[config.mk]
export PLATFORM = sky130hd
export DESIGN_NAME = i2s_sample_packer_flat
export DESIGN_NICKNAME = d
export VERILOG_FILES = /design/src/rtl/i2s_sample_packer_pkg.sv /design/src/rtl/i2s_sample_packer_if.sv /design/src/rtl/i2s_abs_sat.sv /design/src/rtl/i2s_sample_packer.sv /design/src/flat_wrapper.sv
export SDC_FILE = /design/constraint.sdc
export NUM_CORES = 1
export LEC_CHECK = 0
export BUFFER_PORTS_ARGS = -buffer_cell sky130_fd_sc_hd__buf_2
export CAP_MARGIN = 20
export CORE_MARGIN = 3
export CORE_UTILIZATION = 51
export DETAILED_ROUTE_END_ITERATION = 16
export GPL_TIMING_DRIVEN = 1
export PLACE_DENSITY = 0.72
export SLEW_MARGIN = 0
export SYNTH_ARGS = -nofsm -noshare
export SYNTH_HDL_FRONTEND = slang
export SYNTH_SLANG_ARGS = --single-unit
[constraint.sdc]
create_clock -name clk -period 10.8 [get_ports clk]
set_clock_uncertainty 0.1 [all_clocks]
set_input_delay 1.62 -clock clk [delete_from_list [all_inputs] [get_ports clk]]
set_output_delay 1.62 -clock clk [all_outputs]
set_load 0.03 [all_outputs]
[src/rtl/i2s_sample_packer_pkg.sv]
// Shared types and constants for the I2S sample packer.
package i2s_sample_packer_pkg;

  typedef enum logic {
    ST_EMPTY = 1'b0,
    ST_HALF  = 1'b1
  } pk_state_e;

  localparam logic [31:0] SAT_MAG16  = 32'h0000_7FFF;
  localparam logic [31:0] SAT_MAG32  = 32'h7FFF_FFFF;
  localparam logic [15:0] MOST_NEG16 = 16'h8000;
  localparam logic [31:0] MOST_NEG32 = 32'h8000_0000;

endpackage

[src/rtl/i2s_sample_packer_if.sv]
// Sample FIFO read port plus valid/ready output stream.
interface i2s_sample_packer_if #(parameter int DW = 32);

  logic          fifo_empty;
  logic [DW-1:0] fifo_rdata;
  logic          fifo_rd;
  logic          m_valid;
  logic          m_ready;
  logic [DW-1:0] m_data;
  logic          m_last;

  modport master (
    input  fifo_empty, fifo_rdata, m_ready,
    output fifo_rd, m_valid, m_data, m_last
  );

  modport slave (
    output fifo_empty, fifo_rdata, m_ready,
    input  fifo_rd, m_valid, m_data, m_last
  );

endinterface

[src/rtl/i2s_abs_sat.sv]
// Saturating two's-complement magnitude of a 16-bit or 32-bit sample.
module i2s_abs_sat
  import i2s_sample_packer_pkg::*;
(
  input  logic [31:0] x,
  input  logic        sel16,
  output logic [31:0] mag
);

  logic [15:0] neg16;
  logic [31:0] neg32;

  always_comb begin
    neg16 = -x[15:0];
    neg32 = -x;
    mag   = '0;
    if (sel16) begin
      if (x[15:0] == MOST_NEG16) mag = SAT_MAG16;
      else if (x[15])            mag = {16'h0000, neg16};
      else                       mag = {16'h0000, x[15:0]};
    end else begin
      if (x == MOST_NEG32) mag = SAT_MAG32;
      else if (x[31])      mag = neg32;
      else                 mag = x;
    end
  end

endmodule

[src/rtl/i2s_sample_packer.sv]
// Drains a sample FIFO into a framed output stream, optionally packing
// two 16-bit samples per word, and tracks per-frame peak magnitude.
//
//   state    | meaning
//   ST_EMPTY | no half-word held; pass-mode operation lives here
//   ST_HALF  | low 16-bit sample held, waiting for the upper one
module i2s_sample_packer
  import i2s_sample_packer_pkg::*;
#(
  parameter int DW = 32
) (
  input  logic                clk,
  input  logic                rst_n,
  input  logic                en,
  input  logic                pack16,
  input  logic [7:0]          frame_len,
  i2s_sample_packer_if.master io,
  output logic [DW-1:0]       peak,
  output logic                peak_stb
);

  pk_state_e     state_q, state_d;
  logic          mode_q, mode_d;
  logic [15:0]   hold_q, hold_d;
  logic          m_valid_q, m_valid_d;
  logic          m_last_q, m_last_d;
  logic          peak_stb_q, peak_stb_d;
  logic [DW-1:0] m_data_q, m_data_d;
  logic [DW-1:0] run_q, run_d;
  logic [DW-1:0] peak_q, peak_d;
  logic [7:0]    wc_q, wc_d;

  logic          load_ok, xfer, avail, pop, load, hold_en;
  logic [DW-1:0] load_word, pop_mag, close_max;

  assign load_ok = ~m_valid_q | io.m_ready;
  assign xfer    = m_valid_q & io.m_ready;
  assign avail   = en & ~io.fifo_empty;

  i2s_abs_sat u_abs_sat (
    .x     (io.fifo_rdata),
    .sel16 (mode_q),
    .mag   (pop_mag)
  );

  always_ff @(posedge clk or negedge rst_n) begin
    if (!rst_n) state_q <= ST_EMPTY;
    else        state_q <= state_d;
  end

  always_comb begin
    state_d = state_q;
    if (!en) begin
      state_d = ST_EMPTY;
    end else if (mode_q) begin
      if (state_q == ST_EMPTY && avail)               state_d = ST_HALF;
      else if (state_q == ST_HALF && avail && load_ok) state_d = ST_EMPTY;
    end
  end

  // The first half of a packed pair may pop even while the output is stalled.
  always_comb begin
    pop       = 1'b0;
    load      = 1'b0;
    hold_en   = 1'b0;
    load_word = io.fifo_rdata;
    if (en) begin
      if (!mode_q) begin
        pop  = avail & load_ok;
        load = pop;
      end else if (state_q == ST_EMPTY) begin
        pop     = avail;
        hold_en = pop;
      end else begin
        pop       = avail & load_ok;
        load      = pop;
        load_word = {io.fifo_rdata[15:0], hold_q};
      end
    end
  end

  assign io.fifo_rd = pop & rst_n;

  always_comb begin
    mode_d = mode_q;
    if (state_q == ST_EMPTY && !pop) mode_d = pack16;

    hold_d = hold_q;
    if (!en)          hold_d = '0;
    else if (hold_en) hold_d = io.fifo_rdata[15:0];

    wc_d = wc_q;
    if (xfer) wc_d = m_last_q ? 8'd0 : wc_q + 8'd1;

    m_valid_d = m_valid_q;
    m_data_d  = m_data_q;
    m_last_d  = m_last_q;
    if (load) begin
      m_valid_d = 1'b1;
      m_data_d  = load_word;
      m_last_d  = (wc_d == (frame_len - 8'd1));
    end else if (xfer) begin
      m_valid_d = 1'b0;
      m_last_d  = 1'b0;
    end
    if (!en) wc_d = '0;

    // A pop on the frame-closing edge counts toward both frames.
    close_max  = (pop && (pop_mag > run_q)) ? pop_mag : run_q;
    peak_d     = peak_q;
    peak_stb_d = 1'b0;
    run_d      = run_q;
    if (xfer && m_last_q) begin
      peak_d     = close_max;
      peak_stb_d = 1'b1;
      run_d      = pop ? pop_mag : '0;
    end else if (pop) begin
      run_d = close_max;
    end
    if (!en) run_d = '0;
  end

  always_ff @(posedge clk or negedge rst_n) begin
    if (!rst_n) begin
      mode_q     <= 1'b0;
      hold_q     <= '0;
      m_valid_q  <= 1'b0;
      m_data_q   <= '0;
      m_last_q   <= 1'b0;
      wc_q       <= '0;
      run_q      <= '0;
      peak_q     <= '0;
      peak_stb_q <= 1'b0;
    end else begin
      mode_q     <= mode_d;
      hold_q     <= hold_d;
      m_valid_q  <= m_valid_d;
      m_data_q   <= m_data_d;
      m_last_q   <= m_last_d;
      wc_q       <= wc_d;
      run_q      <= run_d;
      peak_q     <= peak_d;
      peak_stb_q <= peak_stb_d;
    end
  end

  assign io.m_valid = m_valid_q;
  assign io.m_data  = m_data_q;
  assign io.m_last  = m_last_q;
  assign peak       = peak_q;
  assign peak_stb   = peak_stb_q;

endmodule

[src/flat_wrapper.sv]
// flat-port wrapper written by rule: the top's interface ports become plain ports
module i2s_sample_packer_flat import i2s_sample_packer_pkg::*;
#(
  parameter int DW = 32
)
  (clk, rst_n, en, pack16, frame_len, peak, peak_stb, io_fifo_empty, io_fifo_rdata, io_m_ready, io_fifo_rd, io_m_valid, io_m_data, io_m_last);
  i2s_sample_packer_if #(.DW(DW)) io_i ();
  input  logic clk;
  input  logic rst_n;
  input  logic en;
  input  logic pack16;
  input  logic [7:0] frame_len;
  output logic [DW-1:0] peak;
  output logic peak_stb;
  input wire logic [$bits(io_i.fifo_empty)-1:0] io_fifo_empty;
  input wire logic [$bits(io_i.fifo_rdata)-1:0] io_fifo_rdata;
  input wire logic [$bits(io_i.m_ready)-1:0] io_m_ready;
  output wire logic [$bits(io_i.fifo_rd)-1:0] io_fifo_rd;
  output wire logic [$bits(io_i.m_valid)-1:0] io_m_valid;
  output wire logic [$bits(io_i.m_data)-1:0] io_m_data;
  output wire logic [$bits(io_i.m_last)-1:0] io_m_last;
  assign io_i.fifo_empty = io_fifo_empty;
  assign io_i.fifo_rdata = io_fifo_rdata;
  assign io_i.m_ready = io_m_ready;
  assign io_fifo_rd = io_i.fifo_rd;
  assign io_m_valid = io_i.m_valid;
  assign io_m_data = io_i.m_data;
  assign io_m_last = io_i.m_last;
  i2s_sample_packer #(.DW(DW)) u_core (.clk(clk), .rst_n(rst_n), .en(en), .pack16(pack16), .frame_len(frame_len), .io(io_i), .peak(peak), .peak_stb(peak_stb));
endmodule
# Yosys cells after proc, flatten, opt, wreduce, memory -nomap -nowiden
# Cells that the tools add are included.
dict set report word_totals {
  reg_bits 125
  input_bits 46
  out_inout_bits 68
}
dict set report op_classes {
  add_sub_neg 4
  magnitude_cmp 1
  eq_ne 7
  mux 35
  bitwise_logic 8
  reduce_logical 9
}
# cell count
set ops {}
lappend ops {{$mux 32} 11}
lappend ops {{$mux 16} 4}
lappend ops {{$eq 32x32->1 const B} 1}
lappend ops {{$gt 32x32->1} 1}
lappend ops {{$neg 32->32} 1}
lappend ops {{$mux 8} 3}
lappend ops {{$mux 1} 17}
lappend ops {{$eq 16x16->1 const B} 1}
lappend ops {{$neg 16->16} 1}
lappend ops {{$add 8x1->8 const B} 1}
lappend ops {{$eq 8x8->1} 1}
lappend ops {{$sub 8x1->8 const B} 1}
lappend ops {{$logic_and 1x1->1} 6}
lappend ops {{$ne 3x1->1 const B} 2}
lappend ops {{$and 1x1->1} 4}
lappend ops {{$ne 2x1->1 const B} 2}
lappend ops {{$not 1->1} 3}
lappend ops {{$reduce_and 2->1} 1}
lappend ops {{$reduce_bool 2->1} 1}
lappend ops {{$logic_not 1->1} 1}
lappend ops {{$or 1x1->1} 1}

# Logic depth before layout (Yosys ltp)
dict set report logic_depth {
  ltp_word 11
  ltp_mapped 19
  depth_no_buf 16
}

# By module
# A second synthesis with hierarchy kept.
dict set report unflattened {
  hier_cells 961
  hier_area_um2 8121.5
}
# mod n_inst cells_each area_each_um2
set modules_own_cells {}
lappend modules_own_cells {i2s_sample_packer 1 772 6981.7}
lappend modules_own_cells {i2s_abs_sat 1 189 1139.8}

# Least setup slack after synthesis
# No wires, ideal clock.
dict set report synth_timing {
  path_kind {input to register}
  startpoint {in io_fifo_rdata[14]}
  endpoint {reg u_core.run_q[10]}
  setup_ns 0.121
  arrival_time_ns 5.144
  required_ns 10.579
  path_slack_ns 5.435
  cell_stages 16
  cell_sequence {buf_2 > nor4_4 > nand3_1 > or3_4 > o21a_1 > a221oi_2 > ha_1 > nand4_2 > or4_1 > o21ai_1 > a21oi_1 > or2_1 > buf_2 > a21o_4 > buf_6 > a22o_1}
}
dict set report synth_between {
  elab_chain_len 10
  elab_cells_between_ends 16
}
# element line
set synth_rtl {}
lappend synth_rtl {{from (decl)} flat_wrapper.sv:16} ;# input wire logic [$bits(io_i.fifo_rdata)-1:0] io_fifo_rdata;
lappend synth_rtl {{$neg 32->32 / $neg 16->16 (equally long branches)} {i2s_abs_sat.sv:15, i2s_abs_sat.sv:14}}
lappend synth_rtl {{$mux 32 / $mux 16 (equally long branches)} {i2s_abs_sat.sv:23, i2s_abs_sat.sv:19}}
lappend synth_rtl {{$mux 32 / $mux 16 (equally long branches)} {i2s_abs_sat.sv:22, i2s_abs_sat.sv:18}}
lappend synth_rtl {{$mux 32 (*)} i2s_abs_sat.sv:17} ;# if (sel16) begin
lappend synth_rtl {{$gt 32x32->1} i2s_sample_packer.sv:109} ;# close_max = (pop && (pop_mag > run_q)) ? pop_mag : run_q;
lappend synth_rtl {{$logic_and 1x1->1} i2s_sample_packer.sv:109}
lappend synth_rtl {{$mux 32} i2s_sample_packer.sv:109}
lappend synth_rtl {{$mux 32} i2s_sample_packer.sv:117} ;# end else if (pop) begin
lappend synth_rtl {{$mux 32 (*)} i2s_sample_packer.sv:113} ;# if (xfer && m_last_q) begin
lappend synth_rtl {{$mux 32 (*)} i2s_sample_packer.sv:120} ;# if (!en) run_d = '0;
lappend synth_rtl {{to (signal assigned)} i2s_sample_packer.sv:141} ;# run_q <= run_d;
lappend synth_rtl {{to (decl)} i2s_sample_packer.sv:29} ;# logic [DW-1:0] run_q, run_d;
# Every way passes the cells marked *; elsewhere a longest branch is shown, timed or not. The select of a mux whose other input is x is not followed.
# A chain may end at the register's enable or synchronous reset.

# Worst setup path after layout
dict set report layout_timing {
  startpoint {in io_fifo_rdata[1]}
  endpoint {reg u_core.peak_q[24] (netlist: u_core.peak[24])}
}
dict set report layout_between {
  elab_chain_len 7
  elab_cells_between_ends 12
}
# element line
set layout_rtl {}
lappend layout_rtl {{$neg 32->32 / $neg 16->16 (equally long branches)} {i2s_abs_sat.sv:15, i2s_abs_sat.sv:14}}
lappend layout_rtl {{$mux 32 / $mux 16 (equally long branches)} {i2s_abs_sat.sv:23, i2s_abs_sat.sv:19}}
lappend layout_rtl {{$mux 32 / $mux 16 (equally long branches)} {i2s_abs_sat.sv:22, i2s_abs_sat.sv:18}}
lappend layout_rtl {{$mux 32 (*)} i2s_abs_sat.sv:17}
lappend layout_rtl {{$gt 32x32->1} i2s_sample_packer.sv:109}
lappend layout_rtl {{$logic_and 1x1->1} i2s_sample_packer.sv:109}
lappend layout_rtl {{$mux 32 (*)} i2s_sample_packer.sv:109}
lappend layout_rtl {{to (signal assigned)} i2s_sample_packer.sv:142} ;# peak_q <= peak_d;
lappend layout_rtl {{to (decl)} i2s_sample_packer.sv:30} ;# logic [DW-1:0] peak_q, peak_d;
# Every way passes the cells marked *; elsewhere a longest branch is shown, timed or not.

==> results_dict.tcl <==
set metrics [dict create \
    drt_iter0_markers 644 \
    setup_slack_ns 4.55 \
    synth.area.top_cells "dfrtp_1, nand2_1, ha_1" \
    grt_max_degree 74 \
    clk_latency_ns 0.42 \
    synth_flop_cell "dfrtp_1" \
    hold_depth 2 \
    synth.most_common_cell "nand2_1" \
    r2r-end "u_core.peak[24]" \
    antenna_left 0 \
    relSlewSlack_pct 36.1 \
    cp_top_family "simple AND/OR/NAND/NOR gates" \
    clkPwrFrac_pct 37.1 \
    hp-start "u_core.io.m_data[12]" \
    status "complete, no violations" \
    async_flop_share_pct 100 \
    overflow 0 \
    tightest_slew_ns 0.959 \
    maxCapViolations 0 \
    hold_end "u_core.io.m_data[12]" \
    synth_cells 902 \
    path_clk_slew_ns 0.06 \
    die_area_um2 16800 \
    drc 0 \
    vias 7187 \
    yosys.cell_types.count 73 \
    route.final.wire_length_um 22600 \
    synth.top_cell.area_share_pct 40.1 \
    total_power_mw 1.60 \
    fillerInstances 1345 \
    drive_gt1_share_pct 18.3 \
    cp-start-kind "input port" \
    pwr-share-comb_pct 27.0 \
    utilization_pct 61.2 \
    r2r_slack_ns 5.93 \
    dp_slack_ns 4.28 \
    yosysSeqAreaShare_pct 40.1 \
    final_cell_area_um2 9030 \
    intPower_mw 1.05 \
    die_w_um 130 \
    synth_seq_cells 125 \
    firstDrtPassIters 5 \
    seq_power_share_pct 35.8 \
    syn_to_final_growth_pct 15.9 \
    core_area_um2 14800 \
    finalSetupViolCount 0 \
    clock-sinks 125 \
    slowest_stage "nor3_2" \
    rsz0062_at_grt "no" \
    htree_levels 4 \
    arrival_ns 6.49 \
    synth_nets 984 \
    tns_ns 0 \
    vias_per_cell 6.10 \
    synth_common_cells "nand2_1, dfrtp_1, nor2_1, a21oi_1, o21ai_0" \
    hold_buffers 0 \
    slowest_delay_ns 0.77 \
    timing.final.crit_share_pct 57.9 \
    power_density_nw_per_um2 177 \
    leakage_nw 4.29 \
    pin_count 114 \
    initial_core_util_pct 52.8 \
    syn_area_per_cell_um2 8.64 \
    ir_drop_uv 114 \
    synth-edff-count 0 \
    rows 44 \
    crit_start "io_fifo_rdata[1]" \
    cts_setup_buffers 0 \
    path_buf_inv 3 \
    fin_nets 1064 \
    critical_path.max_fanout 23 \
    crit_type "input port to flop" \
    cp-end-kind "flop" \
    cts_buffer_depth 2 \
    antenna_found_initial 0 \
    yosys_warnings 0 \
    root_buffer "clkbuf_16" \
    crit_chain "buf_2 -> inv_1 -> ha_1 -> nor4b_1 -> nand4_1 -> nor3_2 -> nor2b_1 -> a221oi_2 -> ha_1 -> nand4_1 -> or4_1 -> a311oi_1 -> or2_1 -> buf_4 -> a21oi_1 -> a21oi_1" \
    cp.required_ns 11.04 \
    portBuffers 113 \
    place_hpwl_um 15800 \
    min_period_ns 6.25 \
    r2r_cells 14 \
    diodes 0 \
    grt_pass1_wl_um 36100 \
    gp_congestion 0.941 \
    hold_class "flop to flop" \
    fmax_ghz 0.160 \
    syn-cell-area_um2 7790 \
    cts_tree "built" \
    wl_per_cell_um 19.2 \
    grt.total_usage_pct 27.5 \
    die_y_um 130 \
    power.share.switching_pct 34.2 \
    first_global_vias 6884 \
    cts_resized 0 \
    slew_violations 0 \
    yosys.area.top_type "dfrtp_1" \
    worstReg2RegStart "u_core.mode_q" \
    cts_buffers 17 \
    place_area_um2 8390 \
    p_sw_mw 0.546 \
    hold_viol_final 0 \
]
## cells in the final DEF, fill, tap and decap left out, drive strengths merged, types with 6 or more instances in the layout
cell / netlist / routed
a21oi: 74 / 74
a22o: 32 / 32
and2: 8 / 8
and3: 6 / 6
buf: 18 / 123
clkbuf: 44 / 22
dfrtp: 125 / 125
ha: 36 / 36
inv: 46 / 46
mux2i: 34 / 34
nand2: 126 / 126
nand3: 17 / 17
nand4: 20 / 20
nor2: 77 / 77
nor2b: 10 / 10
nor3: 16 / 16
nor4: 19 / 19
o21ai: 89 / 89
o41ai: 6 / 6
or3: 8 / 8
xnor2: 6 / 6
xor2: 12 / 12
## flip-flops by register name, summed over array words and instances, names as in the netlist
signal,cells
u_core.peak_stb,1
u_core.mode_q,1
u_core.state_q,1
u_core.hold_q,16
u_core.wc_q,8
u_core.run_q,32
u_core.io.m_valid,1
u_core.peak,32
u_core.io.m_data,32
u_core.io.m_last,1
## per-stage QoR
stage | std cells | hold WS [ns]
after CTS | 1177 | 0.378
final | 1179 | 0.374
after detailed placement | 1145 | 0.365
after floorplan | 902 | 0.366
after global routing | 1179 | 0.391
after global placement | 1145 | 0.358
## worst max path at each step
stage / endpoint / slack (ns) / cells after the start
5_1_grt: u_core.peak[24] / 4.22 / 17
2_1_floorplan: u_core.run_q[10] / 5.43 / 16
3_5_place_dp: u_core.peak[10] / 4.28 / 17
6_report: u_core.peak[24] / 4.55 / 16
4_1_cts: u_core.peak[10] / 4.68 / 16
3_3_place_gp: u_core.run_q[10] / 4.44 / 16
## power groups by stage
stage	clock network, mW	logic (mW)	registers, mW
floorplan	0	0.221	0.651
global placement	0	0.420	0.578
global route	0.620	0.477	0.579
CTS	0.599	0.431	0.572
detailed placement	0	0.427	0.578
finish	0.593	0.432	0.572
## routing by layer
metal	vias up	part of all wire, %	GRT usage (%)
met3	50	6.3	5.85
met4	0	2.9	10.1
met2	278	48	43.9
li1	3386	-	-
met5	-	0	0
met1	3473	43	37.0
## cells by family after synthesis
family	after synthesis	synth area share, %
compound gates	250	20.5
xor+xnor	18	2.02
fa+ha+maj	36	5.78
buf+inv	108	5.71
flops	125	40.1
mux	36	4.65
simple gates	329	21.2
## tightest hold or removal path, stage by stage, from the launching register on
cell,delay (ns)
dfrtp_1,0.33
nand2_1,0.05
o21ai_0,0.06
## cell type report
type | instances | area (µm²) | share of cell area, %
clock inverters | 10 | 138 | 1.52
inverters | 46 | 173 | 1.91
repair buffers | 123 | 663 | 7.34
well taps | 184 | 230 | 2.55
clock buffers | 22 | 474 | 5.25
flip-flops and latches | 125 | 3130 | 34.6
multi-input cells | 669 | 4230 | 46.8
No activity file was read; power rests on OpenSTA's default activity.
